--- config.mk ---
export PLATFORM = sky130hd
export DESIGN_NAME = game_mode_ctrl
export DESIGN_NICKNAME = d
export VERILOG_FILES = /design/src/rtl/game_pkg.sv /design/src/rtl/game_mode_ctrl_frame_tick_gen.sv /design/src/rtl/game_mode_ctrl.sv
export SDC_FILE = /design/constraint.sdc
export NUM_CORES = 1
export LEC_CHECK = 0
export BUFFER_PORTS_ARGS = -buffer_cell sky130_fd_sc_hd__buf_2
export CORE_ASPECT_RATIO = 1.2
export CORE_MARGIN = 2
export CORE_UTILIZATION = 45
export CTS_CLUSTER_SIZE = 10
export DETAILED_ROUTE_END_ITERATION = 6
export REMOVE_ABC_BUFFERS = 1
export SYNTH_ARGS = -nofsm -noshare
export SYNTH_HDL_FRONTEND = slang
export SYNTH_HIERARCHICAL = 1
export SYNTH_SLANG_ARGS = --single-unit
--- constraint.sdc ---
create_clock -name clk -period 4.3 [get_ports clk]
set_input_delay 0.645 -clock clk [delete_from_list [all_inputs] [get_ports clk]]
set_output_delay 0.645 -clock clk [all_outputs]
set_load 0.005 [all_outputs]
--- src/rtl/game_pkg.sv ---
// Shared types and defaults for the game sequencer and the screen multiplexer.
package game_pkg;

   typedef enum logic [1:0] {
      START       = 2'd0,
      GAME        = 2'd1,
      PLAYER1_WIN = 2'd2,
      PLAYER2_WIN = 2'd3
   } game_mode_t;

   localparam int WIN_HOLD_FRAMES_DEF       = 180;
   localparam int START_DEBOUNCE_FRAMES_DEF = 4;

endpackage

--- src/rtl/game_mode_ctrl_frame_tick_gen.sv ---
// Rising-edge detector on vblnk; one combinational tick per frame.
module frame_tick_gen (
   input  logic clk,
   input  logic rst,
   input  logic vblnk,
   output logic frame_tick
);

   logic vblnk_prev;

   // Reset high so a vblnk already high at reset release does not tick.
   always_ff @(posedge clk or posedge rst) begin
      if (rst) vblnk_prev <= 1'b1;
      else     vblnk_prev <= vblnk;
   end

   assign frame_tick = vblnk & ~vblnk_prev;

endmodule

--- src/rtl/game_mode_ctrl.sv ---
// Game sequencer: frame-aligned screen select, start debounce/arming,
// hit latching and win-screen timing.
//
// state       | meaning
// START       | title screen, waiting for an armed, debounced start press
// GAME        | round in progress, latching player hits
// PLAYER1_WIN | player 1 win screen, held WIN_HOLD_FRAMES frames
// PLAYER2_WIN | player 2 win screen, held WIN_HOLD_FRAMES frames
module game_mode_ctrl
   import game_pkg::*;
#(
   parameter int WIN_HOLD_FRAMES       = WIN_HOLD_FRAMES_DEF,
   parameter int START_DEBOUNCE_FRAMES = START_DEBOUNCE_FRAMES_DEF
) (
   input  logic       clk,
   input  logic       rst,
   input  logic       vblnk,
   input  logic       start_btn,
   input  logic       p1_hit,
   input  logic       p2_hit,
   output game_mode_t game_mode,
   output logic       map_init,
   output logic       round_active
);

   localparam int HW = $clog2(WIN_HOLD_FRAMES + 1);
   localparam int DW = $clog2(START_DEBOUNCE_FRAMES + 1);
   localparam logic [HW-1:0] HOLD_LAST = HW'(WIN_HOLD_FRAMES - 1);
   localparam logic [DW-1:0] DEB_LAST  = DW'(START_DEBOUNCE_FRAMES - 1);
   localparam logic [DW-1:0] DEB_MAX   = DW'(START_DEBOUNCE_FRAMES);

   logic          frame_tick;
   game_mode_t    mode_nxt;
   logic          map_init_nxt;
   logic          h1, h2, h1_nxt, h2_nxt;
   logic          armed, armed_nxt;
   logic [DW-1:0] deb_cnt, deb_nxt;
   logic [HW-1:0] hold_cnt, hold_nxt;

   frame_tick_gen u_frame_tick (
      .clk        (clk),
      .rst        (rst),
      .vblnk      (vblnk),
      .frame_tick (frame_tick)
   );

   always_ff @(posedge clk or posedge rst) begin
      if (rst) begin
         game_mode    <= START;
         map_init     <= 1'b0;
         round_active <= 1'b0;
         h1           <= 1'b0;
         h2           <= 1'b0;
         armed        <= 1'b0;
         deb_cnt      <= '0;
         hold_cnt     <= '0;
      end else begin
         game_mode    <= mode_nxt;
         map_init     <= map_init_nxt;
         round_active <= (mode_nxt == GAME);
         h1           <= h1_nxt;
         h2           <= h2_nxt;
         armed        <= armed_nxt;
         deb_cnt      <= deb_nxt;
         hold_cnt     <= hold_nxt;
      end
   end

   always_comb begin
      mode_nxt     = game_mode;
      map_init_nxt = 1'b0;
      h1_nxt       = 1'b0;
      h2_nxt       = 1'b0;
      armed_nxt    = armed;
      deb_nxt      = deb_cnt;
      hold_nxt     = hold_cnt;

      case (game_mode)
         START: begin
            hold_nxt = '0;
            if (frame_tick) begin
               if (!start_btn) begin
                  armed_nxt = 1'b1;
                  deb_nxt   = '0;
               end else if (armed) begin
                  if (deb_cnt == DEB_LAST) begin
                     mode_nxt     = GAME;
                     map_init_nxt = 1'b1;
                     deb_nxt      = '0;
                     armed_nxt    = 1'b0;
                  end else if (deb_cnt != DEB_MAX) begin
                     deb_nxt = deb_cnt + 1'b1;
                  end
               end else begin
                  deb_nxt = '0;
               end
            end
         end

         GAME: begin
            // Hits landing in the tick cycle count toward this tick's decision.
            h1_nxt    = h1 | p1_hit;
            h2_nxt    = h2 | p2_hit;
            armed_nxt = 1'b0;
            deb_nxt   = '0;
            hold_nxt  = '0;
            if (frame_tick) begin
               case ({h1_nxt, h2_nxt})
                  2'b10:   mode_nxt = PLAYER2_WIN;
                  2'b01:   mode_nxt = PLAYER1_WIN;
                  2'b11:   mode_nxt = START;
                  default: mode_nxt = GAME;
               endcase
               if (h1_nxt || h2_nxt) begin
                  h1_nxt = 1'b0;
                  h2_nxt = 1'b0;
               end
            end
         end

         PLAYER1_WIN, PLAYER2_WIN: begin
            armed_nxt = 1'b0;
            deb_nxt   = '0;
            if (frame_tick) begin
               if (hold_cnt == HOLD_LAST) begin
                  mode_nxt = START;
                  hold_nxt = '0;
               end else begin
                  hold_nxt = hold_cnt + 1'b1;
               end
            end
         end

         default: begin
            mode_nxt  = START;
            armed_nxt = 1'b0;
            deb_nxt   = '0;
            hold_nxt  = '0;
         end
      endcase
   end

endmodule

After elaboration in Yosys (flattened, before gate mapping)
Index checks and enable logic that the tools add are counted.
- $add $sub $neg: 2
- equal/unequal tests: 13
- muxes and demuxes: 34
- bitwise gates (word level): 4
- reductions and logical operators: 6
- operator list (cell ; count):
    two-way mux 8 bit ; 2
    case mux 8 bit (2 select lines) ; 1
    two-way mux 1 bit ; 15
    two-way mux 3 bit ; 5
    two-way mux 2 bit ; 7
    case mux 2 bit (3 select lines) ; 2
    adder 8 x 1 -> 8 bit (second input constant) ; 1
    equality test 2 bit (second input constant) ; 4
    equality test 8 bit (second input constant) ; 1
    equality test 2 x 1 -> 1 bit (second input constant) ; 3
    case mux 3 bit (2 select lines) ; 1
    inequality test 5 bit (second input constant) ; 1
    inequality test 2 bit (second input constant) ; 2
    OR reduction 2 bit ; 2
    adder 3 x 1 -> 3 bit (second input constant) ; 1
    equality test 3 x 2 -> 1 bit (second input constant) ; 1
    inequality test 3 bit (second input constant) ; 1
    OR reduction 3 bit ; 1
    logical NOT 2 bit ; 1
    OR 1 bit ; 2
    case mux 1 bit (2 select lines) ; 1
    AND reduction 2 bit ; 1
    AND 1 bit ; 1
    logical OR 1 bit ; 1
    NOT 1 bit ; 1
- register bits: 19
- input bits: 6
- output and inout port bits: 4
- logic and storage cells: 68

Longest topological paths before layout
Gate-level depths: netlist (run 1).
- word-level depth: 7
- mapped depth: 5
- gate-level depth less buffers: 5

Hierarchy
The synthesis (run 1) kept the hierarchy.
- by module, submodules not included (module ; times used ; cells each ; area each (sq um) ; sequential area each (sq um)):
    game_mode_ctrl ; 1 ; 99 ; 978.4 ; 450.4
    frame_tick_gen ; 1 ; 3 ; 43.8 ; 26.3

Worst setup path after synthesis (run 1)
Ideal clock, no wire load.
- kind: input-to-reg
- start: input vblnk
- end: register deb_cnt[0]
- library setup time: 0.122 ns
- arrival time: 1.363 ns
- data required time: 4.178 ns
- path slack: 2.816 ns
- stages on the path: 3
- path buffers: 0
- path through: nor2b_4 or3_1 a32o_1
- word-level cells in the longest chain between the ends: 3
- RTL lines (what ; line ; source):
    from (decl) ; game_mode_ctrl.sv:17 ; input logic vblnk,
    AND 1 bit ; game_mode_ctrl_frame_tick_gen.sv:17 ; assign frame_tick = vblnk & ~vblnk_prev;
    inequality test 2 bit (no source line) ; n/a ;
    AND reduction 2 bit (no source line) ; n/a ;
    to (signal assigned) ; game_mode_ctrl.sv:64 ; deb_cnt <= deb_nxt;
    to (decl) ; game_mode_ctrl.sv:37 ; logic [DW-1:0] deb_cnt, deb_nxt;
Every way passes these cells.
A chain may end at the register's enable or synchronous reset.

Worst setup path after layout (run 1)
- start: register game_mode[1]
- end: output game_mode[1]
- RTL lines (what ; line ; source):
    from (decl) ; game_mode_ctrl.sv:21 ; output game_mode_t game_mode,
    from (signal assigned) ; game_mode_ctrl.sv:58 ; game_mode <= mode_nxt;
No word-level cell between the ends.

==> results of run 1 <==
## worst max-delay path by stage
stage / to / cells after the start / start
floorplan: game_mode[0]$_DFF_PP0_ / 4 / vblnk
global placement: game_mode[0]$_DFF_PP0_ / 5 / vblnk
detailed placement: game_mode[0]$_DFF_PP0_ / 5 / vblnk
CTS: game_mode[1] / 1 / game_mode[1]$_DFF_PP0_
global route: game_mode[1] / 1 / game_mode[1]$_DFF_PP0_
finish: game_mode[1] / 1 / game_mode[1]$_DFF_PP0_
## power breakdown
part | total (mW) | switching, mW | leakage, nW | internal (mW)
clock | 0.0918 | 0.0571 | 0.0177 | 0.0346
combinational | 0.0931 | 0.0537 | 0.210 | 0.0394
sequential | 0.224 | 0.0260 | 0.258 | 0.198
## cell usage after synthesis
master / n / area, µm²
dfrtp_1: 18 / 450
inv_1: 8 / 30.0
nand2_1: 8 / 30.0
nor2_1: 8 / 30.0
o21ai_0: 7 / 35.0
a21oi_1: 5 / 25.0
ha_1: 4 / 50.1
a31oi_1: 3 / 18.8
nand3_1: 3 / 15.0
nand3b_1: 3 / 22.5
nor3_1: 3 / 15.0
a32o_1: 2 / 20.0
buf_2: 2 / 10.0
nand4_1: 2 / 12.5
nor2b_1: 2 / 12.5
o31ai_1: 2 / 15.0
or3_1: 2 / 12.5
a2bb2oi_1: 1 / 8.76
and2_1: 1 / 6.26
and3b_2: 1 / 10.0
and4_2: 1 / 10.0
buf_6: 1 / 11.3
dfstp_2: 1 / 26.3
mux2i_1: 1 / 10.0
nand2b_1: 1 / 6.26
nand4b_1: 1 / 8.76
nand4bb_1: 1 / 11.3
nor2b_4: 1 / 13.8
nor4_4: 1 / 21.3
o211ai_1: 1 / 7.51
o21bai_1: 1 / 7.51
o22ai_1: 1 / 6.26
o311a_1: 1 / 10.0
o311ai_2: 1 / 16.3
o31a_1: 1 / 8.76
or3b_1: 1 / 8.76
xor2_1: 1 / 8.76
## kinds of logic (layout without fill, tap and decap cells)
group	after synthesis	after routing	share of synthesized area, %
compound gates	26	26	17.5
xor+xnor	1	1	0.857
fa+ha+maj	4	4	4.90
buf+inv	11	21	5.02
flops	19	19	46.6
mux	1	1	0.979
simple gates	40	40	24.1
## layer usage
| metal | track usage [%] | up-vias | routed length (µm) |
|---|---|---|---|
| met2 | 25.3 | 7 | 938 |
| met4 | 7.14 | 0 | 13 |
| li1 | - | 393 | - |
| met3 | 1.95 | 2 | 37 |
| met5 | 0 | - | 0 |
| met1 | 23.6 | 394 | 872 |
## stage by stage
stage,power (mW),instance area (µm²),std cells,worst slack [ps]
after floorplan,0.292,1000,99,2740
after global placement,0.319,1080,138,2520
after detailed placement,0.323,1080,138,2460
after CTS,0.414,1110,142,2550
after global routing,0.443,1110,142,2470
final,0.409,1110,142,2570
## final cells by class
| cell class | count | area [µm²] | share of cell area (%) |
|---|---|---|---|
| clock buffer | 3 | 22.5 | 2.03 |
| clock inverter | 1 | 5.00 | 0.450 |
| inverter | 8 | 30.0 | 2.70 |
| multi-input combinational | 72 | 494 | 44.5 |
| sequential | 19 | 477 | 42.9 |
| tap | 30 | 37.5 | 3.38 |
| timing repair buffer | 9 | 45.0 | 4.05 |
## state kept, by name, summed over array words and instances (netlist names)
| register | flops |
|---|---|
| hold_cnt | 8 |
| map_init | 1 |
| u_frame_tick/vblnk_prev | 1 |
| round_active | 1 |
| armed | 1 |
| deb_cnt | 3 |
| h1 | 1 |
| h2 | 1 |
| game_mode | 2 |
==> results by group, run 1 <==
Run status
  • Outcome: completed

Drt
  • Wirelength, routed: 1860 µm
  • TritonRoute pass-1 iters: 4
  • DRC viols: 0
  • Drt initial violations: 13
  • Wire length per cell: 13.1 µm
  • DRT antenna net count: 0
  • DR vias: 796
  • Drt via density: 5.61

Global route
  • Initial antenna violation count: 0
  • Vias in the first global route: 753
  • First-pass GRT wire length: 3330 µm
  • Grt total ovfl: 0
  • Largest net degree at the start of global routing: 19
  • Tot GR Track Use: 16.8%

STA
  • Worst-Margin Slew: 699 ps
  • Fin Hold WS: 327 ps
  • Final hold vios: 0
  • Clk_skew: 4.71 ps
  • Setup TNS: 0 ps
  • Final Cycle Share: 40.2%
  • Highest clock rate: 578 MHz
  • Setup-failing EPs final: 0
  • Final worst path period need: 1730 ps
  • Unrepaired setup endpoints after global routing: no
  • Slew Viols, Final: 0
  • Slew HR: 53.3%

Clock network
  • Post-CTS sizing: 0
  • Sink Count: 19
  • CTS buffer count: 3
  • Latest clock arrival within the worst-skew pair: 300 ps
  • Hold_buf cts: 0
  • Cell chosen for the clock root: clkbuf_4
  • Worst-path clk slew: 110 ps
  • CTS tree: built
  • Setup Buffers After CTS: 0
  • CTS max path bufs: 2
  • H-Tree Depth: 1

Floorplanning
  • Die area: 0.00267 mm²
  • Die Span X: 47.5 µm
  • Core ar.: 0.00209 mm²
  • Die H: 56.2 µm
  • I/O pin total: 10
  • Initial Util: 48.8%
  • Site Rows: 18

Min path
  • Worst Hold Class: in -> async

Layout
  • Final net count: 123
  • Layout Utilization: 53.0%
  • Share of cells above drive strength 1: 17.0%
  • P&R area growth vs syn: 8.69%
  • Commonest non-fill, non-tap cell in the layout: dfrtp_1
  • # diodes: 0
  • Fill count: 197
  • Most frequent cells in the layout: 18 x dfrtp_1, 9 x buf_2, 8 x inv_1, 8 x nand2_1, 8 x nor2_1

Critical path
  • Crit end category: output pin
  • Worst r2r src: hold_cnt[2]$_DFFE_PP0P_
  • Reg2Reg Depth: 3
  • Worst path top cell family by delay: flip-flops
  • Worst reg2reg path endpoint: hold_cnt[5]$_DFFE_PP0P_
  • Arrival time worst endpoint: 1090 ps
  • Slowest cell delay on critical path: 600 ps
  • Critical path, cell by cell: buf_2
  • CP startpoint kind: register
  • Crit path kind: reg -> out
  • WP data required: 3650 ps
  • Worst-path fanout max: 13
  • R2R Setup Slk: 2830 ps
  • Buf+Inv Stages, Crit Path: 1
  • Critical Path Slowest Stage Cell: dfrtp_1

Synth
  • Synth Cell Area: 0.00102 mm²
  • Ys Warns: 6
  • Cells after Synth: 102
  • Seq/Total Area, Yosys: 46.6%
  • Post-synth cell types: 37
  • Yosys reg bits: 19
  • Post-synthesis average cell area: 10.0 µm²

Power
  • PwrDens: 368 mW/mm²
  • Maximum VDD drop: 0.210 mV
  • Static leakage: 0.486 nW

Placement
  • DPL Wire Length: 1360 µm
  • Port Buffers: 9
  • GPL Wtd Cong: 0.826

Flow run
  • Max-Cap Viols: 0
Note: power is estimated with default switching activity, not from simulation.
==> run 2: changes to the inputs <==
ABC_AREA = 1   (was default)
clock period = 1.78 ns   (was 4.3 ns; I/O delays follow)
==> run 2 against run 1 <==
Synthesized cell count is 22% higher. Non-clock buffer count up 1. Combinational power rose to 2.6 times the previous value. Die area increased by 0.34%. Final cell count grew 18%. Via count up 0.63%. Critical endpoint is now hold_cnt[6]$_DFFE_PP0P_. Core utilization increased by 1.1 points. Critical path type is now reg -> reg. Total power rose to 2.5 times the previous value. Critical path depth grew 7.
==> results by group, run 2 <==
Run status
  • Outcome: completed

Drt
  • Drt via density: 4.77 (-15%)
  • DRC viols: 0 (unchanged)
  • Wire length per cell: 10.3 µm (-21%)
  • M1 WL: 809 µm (-7.2%)
  • DR WL met2: 863 µm (-8.0%)
  • TritonRoute pass-1 iters: 4 (unchanged)
  • DRT antenna net count: 0 (unchanged)
  • Uppermost layer routed: met4
  • WL met3: 46 µm (+24%)
  • DR vias: 801 (+0.63%)
  • Wirelength, routed: 1740 µm (-6.7%)
  • Drt initial violations: 10 (-3)

STA
  • Setup-failing EPs final: 0 (unchanged)
  • Final hold vios: 0 (unchanged)
  • Final worst path period need: 1380 ps
  • Slew Viols, Final: 0 (unchanged)
  • Highest clock rate: 725 MHz
  • Slew HR: 55.3% (+1.9 points)
  • Setup TNS: 0 ps (unchanged)
  • Clk_skew: 9.98 ps (+5.27 ps)
  • Unrepaired setup endpoints after global routing: no
  • Worst-Margin Slew: 670 ps (-29.0 ps)
  • Final Cycle Share: 77.5%
  • Fin Hold WS: 79.9 ps (-247 ps)

Layout
  • P&R area growth vs syn: 11.7%
  • Largest regs: hold_cnt x8, deb_cnt x3, game_mode x2
  • Final Non-Filler Cells: 168 (+18%)
  • Post-Layout Inst Area: 0.00115 mm² (+3.2%)
  • Commonest non-fill, non-tap cell in the layout: nand2_1
  • # diodes: 0 (unchanged)
  • Final net count: 149 (+21%)
  • Max reg flops: 8 (unchanged)
  • Share of cells above drive strength 1: 25.4% (+8.4 points)
  • Largest reg by FF count: hold_cnt
  • Most frequent cells in the layout: 31 x nand2_1, 18 x dfrtp_1, 16 x inv_1

Critical path
  • Worst-path fanout max: 8 (-5)
  • Crit end category: register
  • Arrival time worst endpoint: 1580 ps (+490 ps)
  • CP startpoint kind: register
  • CP startpoint: u_frame_tick/vblnk_prev$_DFF_PP1_
  • WP data required: 1980 ps (-1670 ps)
  • Critical Path Slowest Stage Cell: dfstp_2
  • Crit path kind: reg -> reg
  • Critical path, cell by cell: nor2_2 > inv_2 > nand2_4 > nand4_2 > clkinv_2 > nand3_1 > nand2_1 > nor2_1
  • Slowest cell delay on critical path: 380 ps (-220 ps)
  • Worst r2r src: u_frame_tick/vblnk_prev$_DFF_PP1_
  • R2R Setup Slk: 400 ps (-2430 ps)

Clock network
  • Worst-path clk slew: 110 ps (about the same)
  • Post-CTS sizing: 0 (unchanged)
  • Sink Count: 19 (unchanged)
  • Setup Buffers After CTS: 0 (unchanged)
  • Latest clock arrival within the worst-skew pair: 290 ps (about the same)
  • CTS max path bufs: 2 (unchanged)
  • H-Tree Depth: 1 (unchanged)
  • CTS buffer count: 3 (unchanged)
  • Hold_buf cts: 1 (+1)
  • CTS tree: built
  • Cell chosen for the clock root: clkbuf_4

Placement
  • Port Buffers: 9 (unchanged)
  • Dpl cell area: 0.00111 mm² (+2.3%)
  • GPL Wtd Cong: 0.804 (-2.6%)
  • # placed instances: 163 (+18%)
  • DPL Wire Length: 1370 µm (+1.2%)

Synth
  • Yosys top cell by area: dfrtp_1
  • Most frequent cell after synthesis: nand2_1
  • EDFF count, synth: 0 (unchanged)
  • Asr flop ratio synth: 100% (unchanged)
  • Synth Cell Area: 0.00103 mm² (+0.37%)
  • Ys flop type: dfrtp_1
  • Ys Warns: 6 (unchanged)
  • Post-synth top area share: 43.9% (-0.16 points)
  • Synth cell count leaders: 31 x nand2_1, 18 x dfrtp_1, 16 x inv_1
  • Area contributors post-synth: dfrtp_1 44%, nand2_1 11%, inv_1 5.9%
  • Seq/Total Area, Yosys: 46.5% (-0.17 points)
  • Cells after Synth: 124 (+22%)
  • Post-synthesis average cell area: 8.27 µm² (-17%)
  • Yosys reg bits: 19 (unchanged)
  • Post-synth cell types: 26 (-30%)

Global route
  • Tot GR Track Use: 15.6% (-1.2 points)
  • First-pass GRT wire length: 3060 µm (-8.3%)
  • Initial antenna violation count: 0 (unchanged)
  • Vias in the first global route: 733 (-2.7%)
  • Largest net degree at the start of global routing: 19 (unchanged)
  • Grt total ovfl: 0 (unchanged)

Power
  • PwrDens: 897 mW/mm² (+140%)
  • Static leakage: 0.619 nW (+27%)
  • Maximum VDD drop: 0.673 mV (+220%)

Floorplanning
  • I/O pin total: 10 (unchanged)
  • Die area: 0.00268 mm² (+0.34%)
  • Core ar.: 0.00212 mm² (+1.1%)
  • Die Span X: 47.6 µm (+0.17%)
  • Die H: 56.3 µm (+0.17%)
  • Site Rows: 18 (unchanged)
  • Initial Util: 48.5% (-0.34 points)

Min path
  • Worst Hold Class: in -> reg
  • Hold path start: vblnk

Flow run
  • Max-Cap Viols: 0 (unchanged)
-- run 2: final cells by class --
cell class,instances,area (µm²)
Fill cell,220,971
Sequential cell,19,477
Multi-Input combinational cell,83,465
Clock inverter,1,5.00
Timing Repair Buffer,10,55.1
Tap cell,30,37.5
Inverter,22,83.8
Clock buffer,3,22.5
-- run 2: stage by stage --
stage / setup WS, ps / power [mW] / utilization (%)
2_1_floorplan: 548 / 0.766 / -
5_1_grt: 273 / 1.11 / 54.1
4_1_cts: 401 / 1.05 / 54.1
3_5_place_dp: 372 / 0.825 / 52.4
6_report: 400 / 1.03 / 54.1
3_3_place_gp: 401 / 0.818 / 52.4
-- run 2: critical path: cells and delay by family, from the launching register on --
kind,cells,cell delay [ps]
buffers and inverters,2,230
DFF,1,380
and+or+nand+nor,6,690
-- run 2: cells by family (layout without fill, tap and decap cells) --
group	count (synthesis)	after routing	share of synthesized area (%)
buf+inv	22	36	8.17
flops	19	19	46.5
compound gates	12	12	7.07
simple gates	67	67	33.4
fa+ha+maj	4	4	4.88
-- run 2: worst paths after layout --
check                      cells past startpoint                           endpoint
max                                            8            hold_cnt[6]$_DFFE_PP0P_
max in group asynchronous                      3             deb_cnt[0]$_DFFE_PP0P_
max reg2reg                                    8            hold_cnt[6]$_DFFE_PP0P_
min reg2reg                                    2                       h1$_DFF_PP0_
min                                            1  u_frame_tick/vblnk_prev$_DFF_PP1_
min in group asynchronous                      3  u_frame_tick/vblnk_prev$_DFF_PP1_
-- run 2: report_power, final --
part | internal (mW) | leakage (nW) | total (mW) | switching (mW)
Combinational | 0.0858 | 0.362 | 0.244 | 0.158
Clock | 0.0835 | 0.0177 | 0.212 | 0.129
Sequential | 0.506 | 0.239 | 0.572 | 0.0664
-- run 2: metal layers --
metal / GRT usage, % / vias to the layer above
met5: 0 / -
met4: 6.95 / 0
met3: 3.86 / 2
met2: 24.5 / 6
met1: 19.4 / 375
li1: - / 418
==> run 3: changes to the inputs <==
clock period = 1.4 ns   (was 1.78 ns; I/O delays follow)
==> run 3 against run 2 <==
Core utilization rose by 2.4 points. Sequential cell count unchanged. Non-clock buffer count increased by 4.
==> results by group, run 3 (synthesized netlist as in run 2, its figures left out) <==
Floorplanning
  • Core ar.: 0.00212 mm² (unchanged)
  • Initial Util: 48.5% (unchanged)
  • Die H: 56.3 µm (unchanged)
  • Die Span X: 47.6 µm (unchanged)
  • Site Rows: 18 (unchanged)
  • Die area: 0.00268 mm² (unchanged)
  • I/O pin total: 10 (unchanged)

Layout
  • Most frequent cells in the layout: 31 x nand2_1, 18 x dfrtp_1, 15 x inv_1
  • Post-Layout Inst Area: 0.00120 mm² (+4.5%)
  • Final net count: 153 (+2.7%)
  • Commonest non-fill, non-tap cell in the layout: nand2_1
  • Max reg flops: 8 (unchanged)
  • # diodes: 0 (unchanged)
  • Largest regs: hold_cnt x8, deb_cnt x3, game_mode x2
  • Share of cells above drive strength 1: 29.6% (+4.2 points)
  • P&R area growth vs syn: 16.7%
  • Final Non-Filler Cells: 172 (+2.4%)
  • Layout Utilization: 56.6% (+2.4 points)
  • Largest reg by FF count: hold_cnt

Critical path
  • Critical path, cell by cell: or2_2 > inv_2 > ha_1 > nand3_1 > nand3_2 > a21oi_2
  • Critical Path Stages: 6 (-2)
  • Buf+Inv Stages, Crit Path: 1 (-1)
  • Crit path kind: reg -> reg
  • Crit end category: register
  • Worst r2r src: h2$_DFF_PP0_
  • Worst path top cell family by delay: simple AND/OR/NAND/NOR gates
  • Critical Path Slowest Stage Cell: dfrtp_1
  • Slowest cell delay on critical path: 370 ps (about the same)
  • Worst reg2reg path endpoint: round_active$_DFF_PP0_
  • CP startpoint kind: register
  • R2R Setup Slk: 80 ps (-320 ps)
  • Arrival time worst endpoint: 1550 ps (-30 ps)
  • Worst Setup EP: round_active$_DFF_PP0_
  • Reg2Reg Depth: 6 (-2)
  • WP data required: 1630 ps (-350 ps)
  • CP startpoint: h2$_DFF_PP0_
  • Worst-path fanout max: 2 (-6)

Drt
  • Wire length per cell: 10.8 µm (+4.4%)
  • Wirelength, routed: 1860 µm (+6.8%)
  • DRC viols: 0 (unchanged)
  • Drt initial violations: 12 (+2)
  • Drt via density: 4.68 (-1.8%)
  • DRT antenna net count: 0 (unchanged)
  • TritonRoute pass-1 iters: 4 (unchanged)
  • DR vias: 805 (+0.50%)

Global route
  • Vias in the first global route: 768 (+4.8%)
  • GR met1 Demand/Resource: 19.3% (-0.16 points)
  • Tot GR Track Use: 16.3% (+0.69 points)
  • M2 GR Usage: 27.4% (+2.9 points)
  • Grt total ovfl: 0 (unchanged)
  • Largest net degree at the start of global routing: 12 (-7)
  • First-pass GRT wire length: 3150 µm (+3.2%)
  • GR Util met3: 2.89% (-0.96 points)
  • Most used routing layer: met2
  • Initial antenna violation count: 0 (unchanged)

Placement
  • Port Buffers: 9 (unchanged)
  • GPL Wtd Cong: 0.815 (+1.3%)
  • DPL Wire Length: 1440 µm (+5.1%)
  • # placed instances: 166 (+1.8%)
  • Dpl cell area: 0.00113 mm² (+2.0%)

STA
  • Final worst path period need: 1320 ps (-60.2 ps)
  • Setup-failing EPs final: 0 (unchanged)
  • Unrepaired setup endpoints after global routing: yes
  • Clk_skew: 2.91 ps (-7.07 ps)
  • Setup TNS: 0 ps (unchanged)
  • Slew HR: 76.4% (+21 points)
  • Slew Viols, Final: 0 (unchanged)
  • Worst-Margin Slew: 354 ps (-317 ps)
  • Highest clock rate: 758 MHz (+4.6%)
  • Final hold vios: 0 (unchanged)
  • Final Cycle Share: 94.3% (+17 points)

Power
  • PwrDens: 1120 mW/mm² (+25%)
  • Static leakage: 0.639 nW (+3.2%)
  • Maximum VDD drop: 0.802 mV (+19%)

Min path
  • Worst Hold Class: in -> reg

Run status
  • Outcome: completed

Clock network
  • CTS tree: built
  • H-Tree Depth: 1 (unchanged)
  • Worst-path clk slew: 110 ps (about the same)
  • Setup Buffers After CTS: 0 (unchanged)
  • CTS max path bufs: 2 (unchanged)
  • CTS buffer count: 3 (unchanged)
  • Latest clock arrival within the worst-skew pair: 290 ps (about the same)
  • Sink Count: 19 (unchanged)
  • Cell chosen for the clock root: clkbuf_4

Flow run
  • Max-Cap Viols: 0 (unchanged)
## run 3: changes by cell type in the layout (fill, tap and decap cells not counted), sizes merged
| cell | before | now |
|---|---|---|
| buf | 9 | 12 |
| dlygate4sd3 | 1 | 2 |
## run 3: power by group
part / leakage [nW] / switching, mW / total [mW] / internal, mW
Combinational: 0.382 / 0.207 / 0.334 / 0.128
Sequential: 0.239 / 0.0866 / 0.729 / 0.643
Clock: 0.0177 / 0.170 / 0.276 / 0.106
Total: 0.639 / 0.463 / 1.34 / 0.876
## run 3: worst min path at each step
| stage | slack [ps] | to | from | depth (start not counted) |
|---|---|---|---|---|
| 6_report | 160 | h1$_DFF_PP0_ | p1_hit | 3 |
| 5_1_grt | 150 | h1$_DFF_PP0_ | p1_hit | 3 |
| 4_1_cts | 9 | u_frame_tick/vblnk_prev$_DFF_PP1_ | vblnk | 1 |
| 3_5_place_dp | 200 | hold_cnt[1]$_DFFE_PP0P_ | rst | 2 |
| 3_3_place_gp | 190 | hold_cnt[1]$_DFFE_PP0P_ | rst | 2 |
| 2_1_floorplan | 100 | u_frame_tick/vblnk_prev$_DFF_PP1_ | rst | 1 |
## run 3: what timing repair did
item                       4_1_cts  5_1_grt
resized for setup                0        5
hold endpoints to repair         9        1
hold buffers                     1        1
setup endpoints to repair        0        7
## run 3: stage by stage
stage | hold WS, ps | total power, mW | worst slack (ps)
after global placement | 194 | 1.05 | 67.4
after floorplan | 99.7 | 0.974 | 168
after detailed placement | 202 | 1.06 | 60.7
after global routing | 154 | 1.45 | -18.5
after CTS | 8.77 | 1.34 | 31.9
final | 157 | 1.34 | 80.1
## run 3: cell type report
class                           instances  area [µm²]
Clock buffer                            3        22.5
Clock inverter                          1        5.00
Fill cell                             219         920
Inverter                               22        83.8
Multi-Input combinational cell         83         484
Sequential cell                        19         477
Tap cell                               30        37.5
Timing Repair Buffer                   14        87.6
## run 3: worst reg2reg max path, cell delays in order, from the launching register on
cell and delay, ps:
dfrtp_1 370, or2_2 290, inv_2 60, ha_1 220
nand3_1 100, nand3_2 100, a21oi_2 110
## run 3: layer usage
metal / routed length (µm) / part of all wire (%)
met5: 0 / 0
met2: 988 / 53
met1: 813 / 44
met4: 19 / 1.0
met3: 36 / 1.9
